===== config.mk =====
export PLATFORM = sky130hd
export DESIGN_NAME = full_adder
export DESIGN_NICKNAME = d
export VERILOG_FILES = /design/src/rtl/full_adder_pkg.sv /design/src/rtl/half_adder.sv /design/src/rtl/full_adder.sv
export SDC_FILE = /design/constraint.sdc
export NUM_CORES = 1
export LEC_CHECK = 0
export ABC_AREA = 1
export CELL_PAD_IN_SITES_DETAIL_PLACEMENT = 1
export CELL_PAD_IN_SITES_GLOBAL_PLACEMENT = 2
export CORE_MARGIN = 1
export CORE_UTILIZATION = 30
export CTS_CLUSTER_DIAMETER = 50
export DETAILED_ROUTE_END_ITERATION = 6
export MAX_ROUTING_LAYER = met4
export PLACE_DENSITY_LB_ADDON = 0.1
export RECOVER_POWER = 50
export SYNTH_ARGS = -nofsm -noshare
export SYNTH_HDL_FRONTEND = slang
export SYNTH_SLANG_ARGS = --single-unit

===== constraint.sdc =====
create_clock -name clk -period 3.5 [get_ports clk]
set_input_delay 0.525 -clock clk [delete_from_list [all_inputs] [get_ports clk]]
set_output_delay 0.525 -clock clk [all_outputs]
set_load 0.02 [all_outputs]

===== src/rtl/full_adder_pkg.sv =====
// Shared constants for the full adder: default counter width and the
// reference truth table, indexed by {a,b,cin} and holding {sum,cout}.
package full_adder_pkg;

  localparam int CNT_W_DEFAULT = 16;

  // Entry i occupies bits [2*i+1:2*i] and is {sum,cout} for {a,b,cin} == i.
  localparam logic [15:0] FA_TRUTH = 16'b11_01_01_10_01_10_10_00;

  function automatic logic [1:0] fa_expect(input logic [2:0] abc);
    logic [3:0] idx;
    idx = {abc, 1'b0};
    return FA_TRUTH[idx +: 2];
  endfunction

endpackage


===== src/rtl/half_adder.sv =====
// Two-input half adder: sum and carry of a single bit pair.
module half_adder (
  input  logic a,
  input  logic b,
  output logic s,
  output logic c
);

  assign s = a ^ b;
  assign c = a & b;

endmodule


===== src/rtl/full_adder.sv =====
// One-bit full adder with a combinational result, a valid-qualified
// registered copy, and wrapping operation/carry statistics counters.
module full_adder
  import full_adder_pkg::*;
#(
  parameter int CNT_W = CNT_W_DEFAULT
) (
  input  logic             clk,
  input  logic             rst,
  input  logic             a,
  input  logic             b,
  input  logic             cin,
  input  logic             in_valid,
  output logic             sum,
  output logic             cout,
  output logic             sum_q,
  output logic             cout_q,
  output logic             out_valid,
  output logic [CNT_W-1:0] op_count,
  output logic [CNT_W-1:0] carry_count
);

  localparam logic [CNT_W-1:0] CNT_ONE = {{(CNT_W-1){1'b0}}, 1'b1};

  logic ha0_sum, ha0_carry;
  logic ha1_sum, ha1_carry;

  logic             sum_r_d, sum_r_q;
  logic             cout_r_d, cout_r_q;
  logic             out_valid_d, out_valid_q;
  logic [CNT_W-1:0] op_count_d, op_count_q;
  logic [CNT_W-1:0] carry_count_d, carry_count_q;

  half_adder u_ha0 (.a(a),       .b(b),   .s(ha0_sum), .c(ha0_carry));
  half_adder u_ha1 (.a(ha0_sum), .b(cin), .s(ha1_sum), .c(ha1_carry));

  assign sum  = ha1_sum;
  assign cout = ha0_carry | ha1_carry;

  // Next-state: capture and count only on qualified cycles, otherwise hold.
  always_comb begin
    sum_r_d       = sum_r_q;
    cout_r_d      = cout_r_q;
    out_valid_d   = in_valid;
    op_count_d    = op_count_q;
    carry_count_d = carry_count_q;
    if (in_valid) begin
      sum_r_d    = sum;
      cout_r_d   = cout;
      op_count_d = op_count_q + CNT_ONE;
      if (cout) begin
        carry_count_d = carry_count_q + CNT_ONE;
      end else begin
        carry_count_d = carry_count_q;
      end
    end else begin
      op_count_d = op_count_q;
    end
  end

  // State registers; reset clears everything without waiting for a clock.
  always_ff @(posedge clk or posedge rst) begin
    if (rst) begin
      sum_r_q       <= 1'b0;
      cout_r_q      <= 1'b0;
      out_valid_q   <= 1'b0;
      op_count_q    <= {CNT_W{1'b0}};
      carry_count_q <= {CNT_W{1'b0}};
    end else begin
      sum_r_q       <= sum_r_d;
      cout_r_q      <= cout_r_d;
      out_valid_q   <= out_valid_d;
      op_count_q    <= op_count_d;
      carry_count_q <= carry_count_d;
    end
  end

  assign sum_q       = sum_r_q;
  assign cout_q      = cout_r_q;
  assign out_valid   = out_valid_q;
  assign op_count    = op_count_q;
  assign carry_count = carry_count_q;

endmodule


==> metrics <==
Die Y=80.5 um; leak pwr=1.12 nW; peak supply drop=293 uV; post-cts sizing count=0; Peak Freq=0.379 GHz; Synth Net Count=242; first-pass GRT wire length=8230 um; vias in the first global route=1720; GPL Wtd Cong=0.742; initial antenna violation count=0; TNS Setup=0 ns; synth unique cells=22; Worst Setup Start Kind=primary input; Final HPWL DP=3650 um; Worst setup EP type=primary output; Worst Tran Pin Value=0.719 ns; syn_area_per_cell=7.94 um2; pin count of the biggest net entering global routing=20; CP arrival=2.11 ns; Post-CTS Setup Repair Bufs=0; row count=28; Starting Density=31.3%; fin nets=292; CP required=2.97 ns; max cap viols=0; wire per inst=13.0 um; Clock Tree Root=clkbuf_8; Crit Reg-Reg Startpoint=op_count[0]; # setup viols final=0; Post-Syn Area=1850 um2; Mapped Cells=233; type of the worst setup path=in -> out; DIE AREA=6490 um2; ys async rst share=100%; CP startpoint=a; status=complete, no violations; Hold Buf Count CTS=0; critical-path cell list=clkdlybuf4s50_1 > fa_1 > clkdlybuf4s50_1; part of the power in combinational logic=32.9%; CTS tree=done; layout cells sized above 1=6.69%; Psw=0.505 mW; total track usage=17.2%; sequential area share after synthesis=47.3%; worst-path fanout max=2; Slew HR=52.0%; min cycle time layout=2.64 ns; final hold violations=0; input/output buffers=42; grt ovf=0; crit-path leading delay family=buffers and inverters; ys flop type=dfrtp_1; Seq pwr share=43.2%; drt first pass iters=2; PD cells=563 nW/um2; Final Skew=0.00722 ns; # clock sinks=35; RSZ-0062 raised after global routing=no; number of flops mapped to enable cells by yosys=0; YS warnings=0; P_int=0.866 mW; Die X=80.5 um; Antenna Cells=0; final wirelength=4660 um; via count=1617; Clock Power Share=23.9%; final cycle utilization of the critical path=75.4%; H-tree Lvls=2; post-route ant nets=0; Top cell by count, worst path=clkdlybuf4s50_1; core area=5920 um2; worst skew pair latency=0.29 ns; worst hold path type=reg -> reg; CP max-delay cell=clkdlybuf4s50_1; initial detailed-routing violation count=37; CTS buffer count=5; HP Start=cout_q; Post-Route Utilization=41.2%; Area Growth Syn to Fin=31.7%; switching share of power=36.8%; register bit total from synthesis=35; detailed-route vias per instance=4.50; # DRC=0; CP bufs+invs=2; # IOs=43; Clk pin slew, worst setup/hold paths=0.07 ns; Slew Limit Fails=0; Clock Path Buffers=2; Worst path max stage delay=0.60 ns
per-layer routing:
metal / share of wire, % / global-route usage [%]
met1: 45 / 20.1
met2: 52 / 30.0
met3: 2.7 / 3.41
met4: 0.94 / 4.29
met5: 0 / -
cells in the final DEF (no fill, tap or decap), types with 3 or more instances in the layout:
master,netlist,layout
clkbuf_8,0,7
clkdlybuf4s50_1,0,39
dfrtp_1,35,35
dlygate4sd3_1,0,3
inv_1,33,34
nand2_1,77,78
nand2_2,4,4
nand3_1,16,16
nand3b_1,3,3
nand4_1,6,6
nor2_1,17,21
nor2_2,5,3
nor3_1,5,5
o21ai_1,4,4
xnor2_1,6,6
xor2_1,7,7
through the flow:
stage          cells  hold slack (ns)  power, mW  cell area [um2]  setup slack, ns
5_1_grt          359            0.536       1.48             2440            0.830
6_report         359            0.492       1.37             2440            0.861
3_5_place_dp     351            0.492       1.07             2370            0.849
2_1_floorplan    233            0.556      0.845             1850             1.76
3_3_place_gp     351            0.456       1.06             2370            0.861
4_1_cts          359            0.509       1.41             2470            0.849
final timing paths:
kind                                    to  slack [ns]  cells after the start
max                                    sum        0.86                      3
min reg2reg                         cout_q        0.49                      2
min                                 cout_q        0.49                      2
max in group asynchronous   carry_count[8]        1.80                      3
min in group asynchronous  carry_count[12]        0.79                      2
max reg2reg                    op_count[6]        2.02                      6
synthesized netlist by cell type (5+ instances only):
cell | number | area share [%]
inv_1 | 33 | 6.7
nand2_1 | 77 | 16
xor2_1 | 7 | 3.3
nand4_1 | 6 | 2.0
dfrtp_1 | 35 | 47
nor2_2 | 5 | 1.7
nand3_1 | 16 | 4.3
xnor2_1 | 6 | 2.8
nor2_1 | 17 | 3.4
nor3_1 | 5 | 1.4
flip-flops by register name, indices dropped and copies added (netlist names):
name         flops
carry_count     16
op_count        16
cout_q           1
out_valid        1
sum_q            1
power by group through the flow:
stage          clock network [mW]  logic (mW)  registers [mW]
2_1_floorplan                   0       0.172           0.673
3_3_place_gp                    0       0.460           0.603
3_5_place_dp                    0       0.469           0.603
4_1_cts                     0.343       0.471           0.596
5_1_grt                     0.362       0.499           0.614
6_report                    0.328       0.451           0.592
area by class of cell:
| cell class | count | area [um2] |
|---|---|---|
| clock buffers | 7 | 96.3 |
| clock inverters | 1 | 7.51 |
| fillers | 735 | 3480 |
| inverters | 36 | 136 |
| multi-input cells | 161 | 800 |
| flip-flops and latches | 35 | 876 |
| well taps | 75 | 93.8 |
| repair buffers | 44 | 428 |
logic make-up (layout without fill, tap and decap cells):
kind of cell    after synthesis  count (layout)  share of synthesized area (%)
xor+xnor                     13              13                           6.15
compound gates                7               7                           2.03
buf+inv                      37              88                           7.98
fa+ha+maj                     3               3                           2.43
flops                        35              35                           47.3
simple gates                138             138                           34.1
worst register-to-register path, delay by kind of cell (launching register included):
| kind | cells | cell delay (ns) |
|---|---|---|
| AND/OR/NAND/NOR | 4 | 0.61 |
| flip-flops | 1 | 0.43 |
| adder cells (fa/ha/maj) | 1 | 0.20 |
| AO/OA/AOI/OAI | 1 | 0.15 |
(Power assumes the default switching activity.)
